$ cat src/rtl/decode_pkg.sv
// Shared definitions for the RV32I/RV64I decode stage: opcodes, format
// enumeration and the decoded bundle carried through the output buffer.
package decode_pkg;

    // Widest datapath / PC the bundle must hold; instances use the low bits.
    localparam int MAX_XLEN = 64;
    localparam int MAX_PC_W = 64;

    localparam logic [6:0] OPC_LUI      = 7'b0110111;
    localparam logic [6:0] OPC_AUIPC    = 7'b0010111;
    localparam logic [6:0] OPC_JAL      = 7'b1101111;
    localparam logic [6:0] OPC_JALR     = 7'b1100111;
    localparam logic [6:0] OPC_BRANCH   = 7'b1100011;
    localparam logic [6:0] OPC_LOAD     = 7'b0000011;
    localparam logic [6:0] OPC_STORE    = 7'b0100011;
    localparam logic [6:0] OPC_OP_IMM   = 7'b0010011;
    localparam logic [6:0] OPC_OP       = 7'b0110011;
    localparam logic [6:0] OPC_MISC_MEM = 7'b0001111;
    localparam logic [6:0] OPC_SYSTEM   = 7'b1110011;

    // FMT_NONE is encoded as zero so a cleared bundle reads as "no format".
    typedef enum logic [2:0] {
        FMT_NONE = 3'd0,
        FMT_R    = 3'd1,
        FMT_I    = 3'd2,
        FMT_S    = 3'd3,
        FMT_B    = 3'd4,
        FMT_U    = 3'd5,
        FMT_J    = 3'd6
    } fmt_e;

    typedef struct packed {
        logic [6:0]          opcode;
        logic [4:0]          rd;
        logic [2:0]          func3;
        logic [4:0]          rs1;
        logic [4:0]          rs2;
        logic [6:0]          func7;
        logic [MAX_XLEN-1:0] imm;
        fmt_e                fmt;
        logic                illegal;
        logic [MAX_PC_W-1:0] pc;
    } decoded_t;

    // Instruction format implied by the major opcode alone.
    function automatic fmt_e opc_to_fmt(input logic [6:0] opc);
        fmt_e f;
        case (opc)
            OPC_LUI, OPC_AUIPC:                     f = FMT_U;
            OPC_JAL:                                f = FMT_J;
            OPC_JALR, OPC_LOAD, OPC_OP_IMM,
            OPC_MISC_MEM, OPC_SYSTEM:               f = FMT_I;
            OPC_STORE:                              f = FMT_S;
            OPC_BRANCH:                             f = FMT_B;
            OPC_OP:                                 f = FMT_R;
            default:                                f = FMT_NONE;
        endcase
        return f;
    endfunction

endpackage

$ cat src/rtl/pipelined_instruction_decoder_imm_gen.sv
// Combinational decode: format classification, legality check and the
// sign-extended immediate. Illegal encodings yield imm=0 and FMT_NONE.
module imm_gen
    import decode_pkg::*;
#(
    parameter int XLEN     = 32,
    parameter bit EN_M_EXT = 1'b0
) (
    input  logic [31:0]     i_instr,
    output logic [XLEN-1:0] o_imm,
    output fmt_e            o_fmt,
    output logic            o_illegal
);

    logic [6:0]         w_opc;
    logic [2:0]         w_f3;
    logic [6:0]         w_f7;
    fmt_e               w_fmt_raw;
    logic               w_illegal;
    logic signed [31:0] w_imm32;
    logic signed [XLEN-1:0] w_imm_ext;

    assign w_opc     = i_instr[6:0];
    assign w_f3      = i_instr[14:12];
    assign w_f7      = i_instr[31:25];
    assign w_fmt_raw = opc_to_fmt(w_opc);

    // Legality: reject non-32-bit encodings, unknown opcodes and reserved func fields.
    always_comb begin
        w_illegal = 1'b0;
        if (i_instr[1:0] != 2'b11 || w_fmt_raw == FMT_NONE)
            w_illegal = 1'b1;
        case (w_opc)
            OPC_JALR:
                if (w_f3 != 3'b000) w_illegal = 1'b1;
            OPC_BRANCH:
                if (w_f3 == 3'b010 || w_f3 == 3'b011) w_illegal = 1'b1;
            OPC_LOAD: begin
                if (w_f3 == 3'b111) w_illegal = 1'b1;
                if (XLEN == 32 && (w_f3 == 3'b011 || w_f3 == 3'b110)) w_illegal = 1'b1;
            end
            OPC_STORE: begin
                if (w_f3[2]) w_illegal = 1'b1;
                if (XLEN == 32 && w_f3 == 3'b011) w_illegal = 1'b1;
            end
            OPC_OP: begin
                if (!((w_f7 == 7'b0000000) ||
                      (w_f7 == 7'b0100000 && (w_f3 == 3'b000 || w_f3 == 3'b101)) ||
                      (w_f7 == 7'b0000001 && EN_M_EXT)))
                    w_illegal = 1'b1;
            end
            OPC_OP_IMM: begin
                if (w_f3 == 3'b001 && w_f7 != 7'b0000000) w_illegal = 1'b1;
                if (w_f3 == 3'b101 && w_f7 != 7'b0000000 && w_f7 != 7'b0100000)
                    w_illegal = 1'b1;
            end
            default: ;
        endcase
    end

    // Immediate assembly per format, sign-carrying in a 32-bit signed value.
    always_comb begin
        w_imm32 = '0;
        case (w_fmt_raw)
            FMT_I: w_imm32 = {{20{i_instr[31]}}, i_instr[31:20]};
            FMT_S: w_imm32 = {{20{i_instr[31]}}, i_instr[31:25], i_instr[11:7]};
            FMT_B: w_imm32 = {{19{i_instr[31]}}, i_instr[31], i_instr[7],
                              i_instr[30:25], i_instr[11:8], 1'b0};
            FMT_U: w_imm32 = {i_instr[31:12], 12'b0};
            FMT_J: w_imm32 = {{11{i_instr[31]}}, i_instr[31], i_instr[19:12],
                              i_instr[20], i_instr[30:21], 1'b0};
            default: w_imm32 = '0;
        endcase
    end

    // Size cast of a signed value sign-extends to the datapath width.
    assign w_imm_ext = XLEN'(w_imm32);

    assign o_illegal = w_illegal;
    assign o_fmt     = w_illegal ? FMT_NONE : w_fmt_raw;
    assign o_imm     = w_illegal ? '0 : w_imm_ext;

endmodule

$ cat src/rtl/pipelined_instruction_decoder.sv
// Registered decode stage with a 2-entry (main + skid) output buffer.
// in_ready is a register (!skid valid), so EX back-pressure never reaches
// fetch combinationally.
module pipelined_instruction_decoder
    import decode_pkg::*;
#(
    parameter int XLEN     = 32,
    parameter int PC_W     = 32,
    parameter bit EN_M_EXT = 1'b0
) (
    input  logic            clk,
    input  logic            reset,
    input  logic            flush,
    input  logic            in_valid,
    output logic            in_ready,
    input  logic [31:0]     in_instr,
    input  logic [PC_W-1:0] in_pc,
    output logic            out_valid,
    input  logic            out_ready,
    output logic [6:0]      out_opcode,
    output logic [4:0]      out_rd,
    output logic [2:0]      out_func3,
    output logic [4:0]      out_rs1,
    output logic [4:0]      out_rs2,
    output logic [6:0]      out_func7,
    output logic [XLEN-1:0] out_imm,
    output logic [2:0]      out_fmt,
    output logic            out_illegal,
    output logic [PC_W-1:0] out_pc
);

    logic [XLEN-1:0] w_imm;
    fmt_e            w_fmt;
    logic            w_illegal;
    decoded_t        w_new;
    logic            w_accept;
    logic            w_emit;
    logic            w_s_vld_nxt;
    logic            w_unused;

    decoded_t        r_m;
    decoded_t        r_s;
    logic            r_m_vld;
    logic            r_s_vld;
    logic            r_in_ready;

    imm_gen #(
        .XLEN     (XLEN),
        .EN_M_EXT (EN_M_EXT)
    ) u_imm_gen (
        .i_instr   (in_instr),
        .o_imm     (w_imm),
        .o_fmt     (w_fmt),
        .o_illegal (w_illegal)
    );

    // Pack the freshly decoded instruction into a bundle.
    always_comb begin
        w_new         = '0;
        w_new.opcode  = in_instr[6:0];
        w_new.rd      = in_instr[11:7];
        w_new.func3   = in_instr[14:12];
        w_new.rs1     = in_instr[19:15];
        w_new.rs2     = in_instr[24:20];
        w_new.func7   = in_instr[31:25];
        w_new.imm     = MAX_XLEN'(w_imm);
        w_new.fmt     = w_fmt;
        w_new.illegal = w_illegal;
        w_new.pc      = MAX_PC_W'(in_pc);
    end

    assign w_accept = in_valid & r_in_ready;
    assign w_emit   = r_m_vld & out_ready;

    // Skid fills only when M is held; it drains whenever M is emitted.
    assign w_s_vld_nxt = (w_emit && r_s_vld)               ? 1'b0 :
                         (r_m_vld && !w_emit && w_accept)  ? 1'b1 : r_s_vld;

    // Main/skid buffer update: reset clears everything, flush invalidates.
    always_ff @(posedge clk) begin
        if (reset) begin
            r_m        <= '0;
            r_s        <= '0;
            r_m_vld    <= 1'b0;
            r_s_vld    <= 1'b0;
            r_in_ready <= 1'b0;
        end else if (flush) begin
            r_m_vld    <= 1'b0;
            r_s_vld    <= 1'b0;
            r_in_ready <= 1'b1;
        end else begin
            if (w_emit) begin
                if (r_s_vld) begin
                    r_m     <= r_s;
                    r_m_vld <= 1'b1;
                end else if (w_accept) begin
                    r_m     <= w_new;
                    r_m_vld <= 1'b1;
                end else begin
                    r_m_vld <= 1'b0;
                end
            end else if (!r_m_vld) begin
                if (w_accept) begin
                    r_m     <= w_new;
                    r_m_vld <= 1'b1;
                end
            end else if (w_accept) begin
                r_s <= w_new;
            end
            r_s_vld    <= w_s_vld_nxt;
            r_in_ready <= !w_s_vld_nxt;
        end
    end

    assign in_ready    = r_in_ready;
    assign out_valid   = r_m_vld;
    assign out_opcode  = r_m.opcode;
    assign out_rd      = r_m.rd;
    assign out_func3   = r_m.func3;
    assign out_rs1     = r_m.rs1;
    assign out_rs2     = r_m.rs2;
    assign out_func7   = r_m.func7;
    assign out_imm     = r_m.imm[XLEN-1:0];
    assign out_fmt     = r_m.fmt;
    assign out_illegal = r_m.illegal;
    assign out_pc      = r_m.pc[PC_W-1:0];

    // Upper bits of the max-width bundle fields are intentionally dropped.
    assign w_unused = ^{r_m.imm, r_m.pc};

endmodule

$ cat config.mk
export PLATFORM = sky130hd
export DESIGN_NAME = pipelined_instruction_decoder
export DESIGN_NICKNAME = d
export VERILOG_FILES = /design/src/rtl/decode_pkg.sv /design/src/rtl/pipelined_instruction_decoder_imm_gen.sv /design/src/rtl/pipelined_instruction_decoder.sv
export SDC_FILE = /design/constraint.sdc
export NUM_CORES = 1
export LEC_CHECK = 0
export ABC_CLOCK_PERIOD_IN_PS = 2500
export CORE_MARGIN = 1.5
export CORE_UTILIZATION = 50
export DETAILED_ROUTE_END_ITERATION = 16
export PLACE_DENSITY = 0.81
export SYNTH_ARGS = -nofsm -noshare
export SYNTH_HDL_FRONTEND = slang
export SYNTH_SLANG_ARGS = --single-unit
$ cat constraint.sdc
create_clock -name clk -period 2.5 [get_ports clk]
set_input_delay 0.375 -clock clk [delete_from_list [all_inputs] [get_ports clk]]
set_output_delay 0.375 -clock clk [all_outputs]
set_load 0.1 [all_outputs]
Word-level counts from Yosys, hierarchy flattened

Cells that the tools add are included.

Eq/ne operators: 26
Muxes and demuxes: 26
Bitwise operators: 4
Reductions and logical operators: 24

Operator list:

| cell               | number |
|---|---|
| $mux 164           | 4 |
| $pmux 32 s5        | 1 |
| $mux 32            | 1 |
| $eq 7x6->1 const B | 4 |
| $eq 7x7->1 const B | 4 |
| $eq 3x3->1 const B | 6 |
| $pmux 3 s6         | 1 |
| $mux 1             | 17 |
| $eq 7x5->1 const B | 2 |
| $eq 3x2->1 const B | 4 |
| $eq 7x2->1 const B | 1 |
| $eq 7x4->1 const B | 1 |
| $logic_and 1x1->1  | 7 |
| $logic_not 7->1    | 1 |
| $ne 7x6->1 const B | 1 |
| $reduce_bool 7->1  | 1 |
| $logic_not 3->1    | 2 |
| $pmux 1 s6         | 1 |
| $logic_or 1x1->1   | 5 |
| $reduce_or 5->1    | 1 |
| $ne 2x2->1 const B | 2 |
| $reduce_and 4->1   | 1 |
| $reduce_or 2->1    | 2 |
| $eq 3x1->1 const B | 1 |
| 6 further kinds    | 9 |

Flip-flop bits (word level): 267
Word-level logic and storage cells: 103
Input port bits: 69
Output and inout bits: 102

Depth between registers and ports, before layout

Word-level depth: 13
Mapped depth: 10
Mapped depth without buffers: 6

Hierarchy

Synthesis repeated with hierarchy kept, for this count alone.

Cells, all modules: 1,093
Area total of the unflattened synthesis: 9,447.8 sq um

Modules (own cells, without submodules):

| module                        | seq. area each (sq um) | area each (sq um) | cells each | instances |
|---|---|---|---|---|
| pipelined_instruction_decoder | 4,063.9                | 8,633.3           | 944        | 1 |
| imm_gen                       | 0.0                    | 814.5             | 149        | 1 |

Least setup slack after synthesis

OpenSTA, ideal clock, no wires.

Kind: register -> register
From: register r_m_vld (netlist: out_valid)
To: register r_m, in the netlist out_func3[2]
Cell stages (with the launch flop): 7
Clock period less this slack: 2,712 ps
Setup slack: -212 ps
Buffers on the path: 2
Data required time: 2,409 ps
Setup time: 91 ps
Arrival time: 2,621 ps
Path through: dfxtp_1 nand3_1 a21oi_1 clkbuf_1 clkbuf_1 nor2_1 a311oi_1

Cells in the longest elaborated chain, start to end: 3
Elaborated cells between the ends (all ways): 4
Those cells by class: eq/ne (1); mux (1); bitwise (1); reduce/logical (1)

Ends and longest elaborated chain:

| item                              | RTL line                             | RTL |
|---|---|---|
| start, declared                   | pipelined_instruction_decoder.sv:43  | `logic r_m_vld;` |
| start signal, assigned            | pipelined_instruction_decoder.sv:84  | `r_m_vld <= 1'b0;` |
| start signal, assigned            | pipelined_instruction_decoder.sv:88  | `r_m_vld <= 1'b0;` |
| start signal, assigned            | pipelined_instruction_decoder.sv:95  | `r_m_vld <= 1'b1;` |
| $and 1x1->1                       | pipelined_instruction_decoder.sv:73  | `assign w_emit = r_m_vld & out_ready;` |
| $ne 2x2->1 (no source line)       | n/a                                  |  |
| $reduce_and 2->1 (no source line) | n/a                                  |  |
| end signal, assigned              | pipelined_instruction_decoder.sv:94  | `r_m <= r_s;` |
| end signal, assigned              | pipelined_instruction_decoder.sv:97  | `r_m <= w_new;` |
| end signal, assigned              | pipelined_instruction_decoder.sv:104 | `r_m <= w_new;` |
| end, declared                     | pipelined_instruction_decoder.sv:41  | `decoded_t r_m;` |

Parallel ways exist; a longest one is shown, timed or not.
A chain may end at the register's enable or synchronous reset.

Worst setup path after layout

From: input in_instr[26]
To: register r_s[77] (netlist name)

Cells in the longest elaborated chain, start to end: 6
Elaborated cells between the ends (all ways): 14
Those cells by class: eq/ne (2); mux (5); reduce/logical (7)

Ends and longest elaborated chain:

| item                                                   | RTL line                                                                                                                              | RTL |
|---|---|---|
| start, declared                                        | pipelined_instruction_decoder.sv:16                                                                                                   | `input logic [31:0] in_instr,` |
| $reduce_bool 7->1 / $eq 7x6->1 (equally long branches) | pipelined_instruction_decoder_imm_gen.sv:53, pipelined_instruction_decoder_imm_gen.sv:54, pipelined_instruction_decoder_imm_gen.sv:48 |  |
| $logic_and 1x1->1, on equally long branches            | pipelined_instruction_decoder_imm_gen.sv:53, pipelined_instruction_decoder_imm_gen.sv:48, pipelined_instruction_decoder_imm_gen.sv:54 |  |
| $mux 1 (tied with other cells)                         | pipelined_instruction_decoder_imm_gen.sv:53                                                                                           | `if (w_f3 == 3'b001 && w_f7 != 7'b0000000) w_illegal = 1'b1;` |
| $mux 1, on equally long branches                       | pipelined_instruction_decoder_imm_gen.sv:54, pipelined_instruction_decoder_imm_gen.sv:47                                              |  |
| $pmux 1 s6 *                                           | pipelined_instruction_decoder_imm_gen.sv:33                                                                                           | `case (w_opc)` |
| $mux 32 *                                              | pipelined_instruction_decoder_imm_gen.sv:81                                                                                           | `assign o_imm = w_illegal ? '0 : w_imm_ext;` |
| end signal, assigned                                   | pipelined_instruction_decoder.sv:108                                                                                                  | `r_s <= w_new;` |
| end, declared                                          | pipelined_instruction_decoder.sv:42                                                                                                   | `decoded_t r_s;` |

Every way passes the cells marked *; elsewhere a longest branch is shown, timed or not.

==> out/results.ini <==
[worst_setup_path]
crit_type=in2reg
cp_max_fo=12
critPathArrivalTime_ps=2740
setup.worst_path.end_class=flop
startpoint_type=input pin
ff2ff_setup_slack_ps=650
cp.required_ps=2940

[synthesis]
avgSynthCellArea_um2=7.89
ys_ff_latch=203
yosysSeqAreaShare=0.456
ys_types=55
synthesis.area_um2=8900
synth_async_sr_flop_share=0
synth_flop_cell=dfxtp_1
synth-edff-count=0
synth_warnings=0
synth_nets=1198
synth_cells=1129

[global_route]
grt_pass1_vias=8134
globalRouteOverflowTotal=0
grt_max_degree=89
grt_usage=0.283
grt_pass1_wl_um=42300
antenna_found_initial=0

[routing]
drcViolationCount=0
via_per_inst=5.85
wirelength_um=27000
antenna_left=0
drt_iter0_markers=755
drt-pass1-iter-count=5
wl_per_cell_um=17.5
dr_total_vias=9019

[clocking]
clkTransAtPathRegs_ps=60
clkLatencyLatePin_ps=500
hold_buffers=0
ctsHtreeMaxLevel=1
post_cts_resized=0
cts_root_buf=clkbuf_16
clockBufferDepth=3
cts_tree=yes
cts.sinks=203
numCtsBuffers=22
cts_setup_buffers=0

[timing]
clock_skew_ps=13.0
relSlewSlack=0.458
period_minus_slack_ps=2300
fmax_ghz=0.435
finalCritPeriodShare=0.920
worst_hold_slack_ps=210
worst_pin_slew_ps=813
hold_viol=0
slew_viol_final=0
rsz0062_at_grt=false
setup_violations=0

[die]
die_h_um=136
design.core.area_um2=17400
io-pin-count=171
die_area_um2=18600
core.rowCount=48
die_w_um=136
start_util=0.513

[final_layout]
drive_above_1_share=0.182
utilization=0.675
syn_to_final_growth_pct=31.7
final_nets=1369
diodes=0

[min_path]
hp-class=in2reg

[placement]
gp_congestion=0.913
port_buffers=170
place.detailed.hpwl_um=18100

[power_and_ir_drop]
vdd_ir_drop_max_uv=528
cellPowerDensity_nw_per_um2=692
leakage_uw=0.00461

[outcome]
status=completed

[job]
drv_cap=0

layer usage:
layer	GRT usage	part of all wire	vias to the layer above
met1	0.391	0.42	4217
met3	0.0425	0.088	57
li1	-	-	4340
met4	0.0869	0.027	0
met2	0.457	0.46	405
met5	0	0	-
final cells by class:
| type | instances | area [µm²] |
|---|---|---|
| Multi-Input combinational cell | 807 | 4390 |
| Tap cell | 225 | 282 |
| Fill cell | 1452 | 5630 |
| Sequential cell | 203 | 4070 |
| Clock inverter | 4 | 70.1 |
| Clock buffer | 36 | 704 |
| Timing Repair Buffer | 251 | 2150 |
| Inverter | 15 | 56.3 |
sequential cells by signal, summed over array words and instances (netlist names), 3 cells and up:
register,count
out_pc,32
out_imm,32
out_rs2,5
out_rs1,5
out_func7,7
out_opcode,7
out_fmt,3
out_func3,3
out_rd,5
r_s,100
path summary, 6_finish.rpt:
check / startpoint / end / cells past startpoint
worst max-delay path: in_instr[26] / r_s[77] / 10
worst min-delay path: reset / r_s[8] / 2
worst max register to register: out_valid / r_s[65] / 7
worst min register to register: r_s[67] / r_s[67] / 2
layout by cell type, fill, tap and decap left out, types with 4 or more instances in the layout:
| master | count |
|---|---|
| dfxtp_1 | 201 |
| a21oi_1 | 92 |
| o21ai_0 | 42 |
| nor2_1 | 90 |
| a22o_1 | 10 |
| nand2_1 | 304 |
| and2_1 | 4 |
| clkbuf_1 | 5 |
| nor3_1 | 10 |
| a211oi_1 | 4 |
| buf_4 | 176 |
| clkbuf_8 | 8 |
| or3_1 | 25 |
| a22oi_1 | 21 |
| a311oi_1 | 64 |
| clkdlybuf4s50_1 | 67 |
| nand2b_1 | 5 |
| a31oi_1 | 9 |
| inv_1 | 15 |
| o32ai_1 | 11 |
| a32o_1 | 16 |
| a21o_1 | 13 |
| buf_12 | 8 |
| clkbuf_16 | 23 |
| o221ai_1 | 5 |
| o211ai_1 | 31 |
| o31ai_1 | 5 |
| o21ai_1 | 4 |
critical path: stages:
cell and delay (ps):
clkdlybuf4s50_1 420, or4_1 550, nor3_2 120, buf_4 150
a2111oi_4 70, nor4_4 290, buf_4 190, buf_12 130
and3_1 270, a22o_1 170
cells in the mapped netlist (5+ instances only):
library cell  instances  area share
nand2_1             304        0.13
a21o_1               13       0.011
a311oi_1             64       0.063
a21oi_1              93       0.052
o31ai_1               5      0.0042
a22oi_1              21       0.018
dfxtp_1             203        0.46
nor2_1               91       0.038
inv_1                15      0.0063
a32o_1               16       0.018
nand2b_1              5      0.0035
o211ai_1             31       0.026
clkbuf_1             92       0.039
o32ai_1              11       0.011
or3_1                26       0.018
nor3_1               11      0.0062
o21ai_0              42       0.024
a22o_1               10      0.0098
a31oi_1               9      0.0063
buf_6                 5      0.0063
o221ai_1              5      0.0049
cells by family after synthesis:
family / count (synthesis) / synth area share
xor+xnor: 2 / 0.00197
buf+inv: 119 / 0.0548
fa+ha+maj: 1 / 0.00112
mux: 1 / 0.00126
compound gates: 338 / 0.266
simple gates: 465 / 0.218
flops: 203 / 0.456
stage by stage:
step / setup WS, ps / total power, µW / instances / TNS [ps] / area (µm²)
floorplan: 166 / 4310 / 1129 / 0 / 8910
global route: 109 / 8360 / 1541 / 0 / 11700
global placement: -246 / 4750 / 1501 / -11940 / 10900
detailed placement: -279 / 4760 / 1501 / -13520 / 10900
finish: 200 / 8110 / 1541 / 0 / 11700
CTS: 226 / 8150 / 1541 / 0 / 11700
report_power, final:
group | total, µW | internal, µW | switching, µW
Sequential | 3360 | 3310 | 49.6
Clock | 3410 | 2120 | 1290
Combinational | 1340 | 389 | 948
Total | 8110 | 5830 | 2280
(Power assumes the default switching activity.)
